$ cat src/rtl/clk_gate_pkg.sv
// Shared definitions for the clock-gate sequencer: state encoding and
// elaboration-time parameter legality helpers.
package clk_gate_pkg;

    typedef enum logic [1:0] {
        S_OFF  = 2'd0,
        S_WAKE = 2'd1,
        S_ON   = 2'd2,
        S_HOLD = 2'd3
    } state_t;

    localparam int MAX_REQ = 16;

    // Number of bits needed to represent max_val (at least one bit).
    function automatic int min_cnt_w(input int max_val);
        int w;
        w = 1;
        while ((max_val >> w) != 0) begin
            w = w + 1;
        end
        return w;
    endfunction

endpackage

$ cat src/rtl/clk_gate_sched_timer.sv
// Loadable down-counter used for both the wake settle delay and the idle
// hold-off. Stops at zero; load takes priority over decrement.
module clk_gate_sched_timer #(
    parameter int CNT_W = 8
) (
    input  logic             i_clk,
    input  logic             i_clr,
    input  logic             i_load,
    input  logic [CNT_W-1:0] i_load_val,
    input  logic             i_dec,
    output logic             o_zero
);

    logic [CNT_W-1:0] r_cnt;

    // Counter register: clear, load, or count down toward zero.
    always_ff @(posedge i_clk) begin
        if (i_clr) begin
            r_cnt <= '0;
        end else if (i_load) begin
            r_cnt <= i_load_val;
        end else if (i_dec && (r_cnt != '0)) begin
            r_cnt <= r_cnt - 1'b1;
        end
    end

    assign o_zero = (r_cnt == '0);

endmodule

$ cat src/rtl/clk_gate_sched.sv
// Clock-gate sequencer: arbitrates clock requests, settles the branch before
// acknowledging, and holds it on for an idle period before gating it off.
module clk_gate_sched
    import clk_gate_pkg::*;
#(
    parameter int N_REQ    = 4,
    parameter int WAKE_CYC = 2,
    parameter int HOLD_CYC = 8,
    parameter int CNT_W    = 8
) (
    input  logic             CLK,
    input  logic             RST,
    input  logic [N_REQ-1:0] REQ,
    input  logic             FORCE_ON,
    output logic [N_REQ-1:0] ACK,
    output logic             GATE_EN,
    output logic [1:0]       STATE,
    output logic [15:0]      WAKES
);

    localparam int MAX_CYC = (WAKE_CYC > HOLD_CYC) ? WAKE_CYC : HOLD_CYC;

    if ((N_REQ < 1) || (N_REQ > MAX_REQ) || (WAKE_CYC < 1) || (HOLD_CYC < 1) ||
        (CNT_W < min_cnt_w(MAX_CYC - 1))) begin : g_bad_params
        $error("clk_gate_sched: illegal parameter set");
    end

    localparam logic [CNT_W-1:0] WAKE_LOAD = CNT_W'(WAKE_CYC - 1);
    localparam logic [CNT_W-1:0] HOLD_LOAD = CNT_W'(HOLD_CYC - 1);

    state_t             r_state;
    state_t             w_next;
    logic [N_REQ-1:0]   r_ack;
    logic               r_gate_en;
    logic [15:0]        r_wakes;
    logic               w_any;
    logic               w_load;
    logic [CNT_W-1:0]   w_load_val;
    logic               w_dec;
    logic               w_zero;

    assign w_any = (|REQ) | FORCE_ON;

    clk_gate_sched_timer #(
        .CNT_W (CNT_W)
    ) u_timer (
        .i_clk      (CLK),
        .i_clr      (RST),
        .i_load     (w_load),
        .i_load_val (w_load_val),
        .i_dec      (w_dec),
        .o_zero     (w_zero)
    );

    // Next-state and timer control.
    always_comb begin
        w_next     = r_state;
        w_load     = 1'b0;
        w_load_val = '0;
        w_dec      = 1'b0;
        case (r_state)
            S_OFF: begin
                if (w_any) begin
                    w_next     = S_WAKE;
                    w_load     = 1'b1;
                    w_load_val = WAKE_LOAD;
                end
            end
            S_WAKE: begin
                if (w_zero) begin
                    w_next = S_ON;
                end else begin
                    w_dec = 1'b1;
                end
            end
            S_ON: begin
                if (!w_any) begin
                    w_next     = S_HOLD;
                    w_load     = 1'b1;
                    w_load_val = HOLD_LOAD;
                end
            end
            S_HOLD: begin
                if (w_any) begin
                    w_next = S_ON;
                end else if (w_zero) begin
                    w_next = S_OFF;
                end else begin
                    w_dec = 1'b1;
                end
            end
            default: w_next = S_OFF;
        endcase
    end

    // State, gate enable, grants and wake counter; reset stops the branch at once.
    always_ff @(posedge CLK) begin
        if (RST) begin
            r_state   <= S_OFF;
            r_gate_en <= 1'b0;
            r_ack     <= '0;
            r_wakes   <= '0;
        end else begin
            r_state   <= w_next;
            r_gate_en <= (w_next != S_OFF);
            r_ack     <= (w_next == S_ON) ? REQ : '0;
            if ((r_state == S_OFF) && (w_next == S_WAKE) && (r_wakes != 16'hFFFF)) begin
                r_wakes <= r_wakes + 16'd1;
            end
        end
    end

    assign ACK     = r_ack;
    assign GATE_EN = r_gate_en;
    assign STATE   = r_state;
    assign WAKES   = r_wakes;

endmodule

$ cat config.mk
export PLATFORM = sky130hd
export DESIGN_NAME = clk_gate_sched
export DESIGN_NICKNAME = d
export VERILOG_FILES = /design/src/rtl/clk_gate_pkg.sv /design/src/rtl/clk_gate_sched_timer.sv /design/src/rtl/clk_gate_sched.sv
export SDC_FILE = /design/constraint.sdc
export NUM_CORES = 1
export LEC_CHECK = 0
export ABC_AREA = 1
export CAP_MARGIN = 0
export CORE_UTILIZATION = 47
export DETAILED_ROUTE_END_ITERATION = 8
export PLACE_DENSITY = 0.75
export SKIP_CTS_REPAIR_TIMING = 1
export SLEW_MARGIN = 20
export SYNTH_ARGS = -nofsm -noshare
export SYNTH_HDL_FRONTEND = slang
export SYNTH_SLANG_ARGS = --single-unit
$ cat constraint.sdc
create_clock -name CLK -period 1.3 [get_ports CLK]
set_input_delay 0.26 -clock CLK [delete_from_list [all_inputs] [get_ports CLK]]
set_output_delay 0.26 -clock CLK [all_outputs]
set_load 0.05 [all_outputs]
Yosys cells after proc, flatten, opt, wreduce, memory -nomap -nowiden --
Cells that the tools add are included.
Operators by class: $add $sub $neg 2, equality and inequality tests 6, mux-type cells 17, bitwise operators 2, reduce and logical (&&, ||, !) cells 10
Operators by type and width (count):
- adder 16 x 1 -> 16 bit (second input constant) | 1
- 2-to-1 mux 8 bit | 2
- inequality test 16 bit (second input constant) | 1
- 2-to-1 mux 2 bit | 5
- logical NOT 8 bit | 1
- case mux 2 bit (4 select lines) | 1
- nonzero test 8 bit | 1
- subtractor 8 x 1 -> 8 bit (second input constant) | 1
- equality test 2 bit (second input constant) | 3
- case mux 3 bit (2 select lines) | 1
- 2-to-1 mux 1 bit | 5
- equality test 2 x 1 -> 1 bit (second input constant) | 2
- case mux 1 bit (2 select lines) | 2
- nonzero test 2 bit | 2
- OR reduction 4 bit | 1
- logical AND 1 bit | 3
- 2-to-1 mux 3 bit | 1
- logical NOT 2 bit | 1
- OR reduction 2 bit | 1
- inverter 1 bit | 1
- bitwise OR 1 bit | 1
Word-level totals: register bits 31, output and inout bits 23

Depth between registers and ports, before layout --
depth after elaboration 7, gate-level depth with buffers 11

By module --
A second synthesis with hierarchy kept.
Second synthesis, totals: cell total of the unflattened synthesis 301, area, all modules 1885.6 um^2
By module, submodules not included:
- clk_gate_sched | times used 1, cells an instance 197, area an instance 1285.0 um^2
- clk_gate_sched_timer | times used 1, cells an instance 104, area an instance 600.6 um^2

Worst setup path after synthesis --
Ideal clock, no wire load.
path type register to register, from register r_wakes[0] (netlist: WAKES[0]), to register r_wakes[13] (netlist: WAKES[13]), library setup time 0.132 ns, arrival time 1.712 ns, data required time 1.168 ns, path slack -0.544 ns, cell stages (with the launch flop) 10, buffers on the path 1, clock period less this slack 1.844 ns, cell sequence dfxtp_1 > ha_1 > nand3_2 > inv_2 > nand2_2 > nor2_4 > nor2_4 > buf_4 > nand2_1 > a21oi_1
On the way: cells in the longest elaborated chain, start to end 2, elaborated cells on any way between the ends 3, those cells by class 1 x add/sub; 1 x eq/ne; 1 x reduce/logical
RTL lines:
- start: declaration | line clk_gate_sched.sv:35 | logic [15:0] r_wakes;
- start signal: assignment | line clk_gate_sched.sv:108 | r_wakes <= r_wakes + 16'd1;
- parallel branches: the longest is 2 deep, another holds adder 16 x 1 -> 16 bit
Several ways; the timed one is not identified. A chain may end at the register's enable or synchronous reset.

Final worst setup path --
from register u_timer.r_cnt[0], to register u_timer.r_cnt[3]
On the way: cells in the longest elaborated chain, start to end 6, elaborated cells on any way between the ends 10, those cells by class 1 x add/sub; 5 x mux; 4 x reduce/logical
RTL lines:
- start: declaration | line clk_gate_sched_timer.sv:14 | logic [CNT_W-1:0] r_cnt;
- start signal: assignment | line clk_gate_sched_timer.sv:21 | r_cnt <= i_load_val;
- start signal: assignment | line clk_gate_sched_timer.sv:23 | r_cnt <= r_cnt - 1'b1;
- parallel branches: the longest is 6 deep, another holds subtractor 8 x 1 -> 8 bit
Several ways; the timed one is not identified. The select of a mux whose other input is x is not followed.

==> summary.txt <==
Run status
  – Outcome: finished, violations left
  – Failing checks: setup timing

Timing
  – Fmax: 644 MHz
  – Final setup violation count: 30
  – Final hold slack: 0.202 ns
  – Max Slew Vio Count: 0
  – Worst slew margin: 0.760
  – Unrepaired setup endpoints after global routing: true
  – Clock Skew: 0.00461 ns
  – Minimum clock period: 1.55 ns
  – Final worst setup slack: -0.253 ns
  – Tcrit/Tclk final: 1.19
  – Final Hold Fails: 0
  – Slew @ Worst Pin: 0.357 ns

CTS
  – CTS tree: built
  – Worst-Skew Late Latency: 0.36 ns
  – Longest Clk Path Bufs: 2
  – Clock sinks: 31
  – Total CTS buffers: 5
  – Root buf cell: clkbuf_4
  – CTS clk-pin slew, worst paths: 0.11 ns
  – # H-tree levels: 2

Flow run
  – Max_cap viols: 0

Final layout
  – N_diodes: 0
  – Share of cells above drive strength 1: 0.499
  – Final #Nets: 357
  – Syn-to-layout area delta: 80.7%
  – End-of-flow core utilization: 0.907

Floorplanning
  – Die H: 62.2 um
  – Initial Utilization: 0.502
  – Die Wd: 62.2 um
  – Die area: 0.00386 mm^2
  – Core ar.: 0.00339 mm^2
  – Row count: 21
  – I/O pin count: 30

Power
  – VDD IR max: 1.83 mV
  – Power Density: 1770 mW/mm^2
  – Leak: 1.33 nW

Setup path
  – Crit Path Max Fanout: 4
  – Reg2Reg Launch Point: u_timer.r_cnt[0]$_SDFFE_PP0P_
  – Slowest stage cell, crit path: dfxtp_2
  – Max incr delay on CP: 0.36 ns
  – Cell mode on critical path: nand2_4
  – Worst Setup SP: u_timer.r_cnt[0]$_SDFFE_PP0P_
  – CP cell instances: inv_2 > ha_4 > nand2_4 > inv_4 > nand2_4 > nand3_4 > o21ai_0 > inv_1 > nor2_1
  – CP endpoint kind: register
  – Data required, critical path: 1.59 ns
  – CP Launch Type: register
  – Kind of critical path: register to register
  – Crit path DAT: 1.85 ns

Drt
  – Post-route DRC: 0
  – Antenna-violating nets left: 0
  – Vias: 2256
  – DR vias/cell: 5.71
  – Initial drt markers: 349
  – Total Wirelength: 7020 um
  – DRT Pass-1 Iters: 6
  – Avg WL per Cell: 17.8 um

GRT
  – Largest net degree at the start of global routing: 12
  – Global Route Usage Sum: 0.236
  – GRT overflow: 0
  – Initial antenna violation count: 0
  – Number of global-route vias before repair: 1833
  – Global-route wire length before repair: 7290 um

Logic synthesis
  – Yosys cell types: 26
  – Post-Syn Nets: 275
  – Synthesized flop and latch total: 31
  – Sequential cell area fraction in the yosys report: 0.365
  – Synth Cell Area: 0.00170 mm^2
  – Syn. warnings: 0
  – Post-Syn Instances: 266
  – Mapped Avg Cell Area: 6.39 um^2

Placed design
  – RD Place Congestion: 0.826
  – Pre-CTS WS: -0.463 ns
  – Post-DP HPWL: 3230 um
  – Port bufs: 29

Min path
  – HP Class: input pin to register
  – HP Start: REQ[1]
power by group:
| part | switching, mW | internal, mW | total, mW |
|---|---|---|---|
| Sequential | 0.195 | 1.13 | 1.32 |
| Combinational | 1.99 | 1.36 | 3.34 |
| Clock | 0.381 | 0.395 | 0.777 |
Yosys cell counts:
cell       n  share of area
nand2_1   83           0.18
nor2_1    52           0.11
dfxtp_1   31           0.36
inv_1     27          0.060
a21oi_1   14          0.041
nand3_1   14          0.041
nand4_1    6          0.022
nand2_2    5          0.018
nor2_4     4          0.026
nand3_2    3          0.018
o21ai_0    3         0.0088
xnor2_1    3          0.015
xor2_1     3          0.015
clkinv_2   2         0.0059
ha_1       2          0.015
inv_2      2         0.0044
nand3b_1   2         0.0088
nor3_1     2         0.0059
and2_1     1         0.0037
buf_4      1         0.0044
buf_6      1         0.0066
clkbuf_1   1         0.0022
clkinv_1   1         0.0022
nor2_2     1         0.0037
o21bai_1   1         0.0044
or2_2      1         0.0037
layer usage:
metal / global-route usage / wire length, um / up-vias
met5: 0 / 0 / -
met4: 0.131 / 349 / 0
met3: 0.0460 / 488 / 56
met2: 0.449 / 3720 / 145
met1: 0.238 / 2460 / 1058
li1: - / - / 997
through the flow:
stage	TNS [ns]	power, mW	cells	instance area [um^2]
5_1_grt	-5.04	5.64	395	3070
6_report	-3.23	5.45	395	3070
3_3_place_gp	-10.37	3.55	375	2600
4_1_cts	-1.99	4.37	383	2670
3_5_place_dp	-11.19	3.61	375	2600
2_1_floorplan	-1.39	2.65	266	1760
worst max-delay path: cells and delay by family, from the launching register on:
family,cells,cell delay [ns]
buffers and inverters,3,0.22
adder cells (fa/ha/maj),1,0.16
AND/OR/NAND/NOR,4,0.41
AO/OA/AOI/OAI,1,0.33
flip-flops,1,0.36
path summary, 6_finish.rpt:
kind,to,slack [ns],depth (start not counted)
worst max-delay path,u_timer.r_cnt[3]$_SDFFE_PP0P_,-0.25,9
worst min register to register,WAKES[7]$_SDFFE_PP0P_,0.54,2
worst max register to register,u_timer.r_cnt[3]$_SDFFE_PP0P_,-0.25,9
worst min-delay path,ACK[1]$_SDFF_PP0_,0.20,3
area by class of cell:
class                      count  area (um^2)
sequential                    31          678
tap                           46         57.6
clock buffer                   5         37.5
inverter                      32          133
timing repair buffer          78          912
fill                         130          317
multi-input combinational    200         1220
clock inverter                 3         38.8
flip-flops by register name (all words and copies together), names as in the netlist:
register,count
u_timer.r_cnt,8
GATE_EN,1
WAKES,16
ACK,4
STATE,2
kinds of logic after synthesis:
logic type               share of synthesized area
AND/OR/NAND/NOR                              0.450
buffers and inverters                       0.0854
flip-flops                                   0.365
adder cells (fa/ha/maj)                     0.0147
XOR/XNOR                                    0.0309
AO/OA/AOI/OAI                               0.0545
cells in the final DEF, fill, tap and decap left out, drive strengths merged:
master and count:
a21oi 14, clkbuf 5, o21ai 3, clkinv 3
nand3 17, nor2 57, inv 31, nor3 2
o21bai 1, buf 72, ha 2, nand2 88
and2 1, dfxtp 31, xnor2 3, nand4 6
or2 1, nand3b 2, dlymetal6s2s 2, bufinv 1
xor2 3, clkdlybuf4s50 4
No activity file was read; power rests on OpenSTA's default activity.
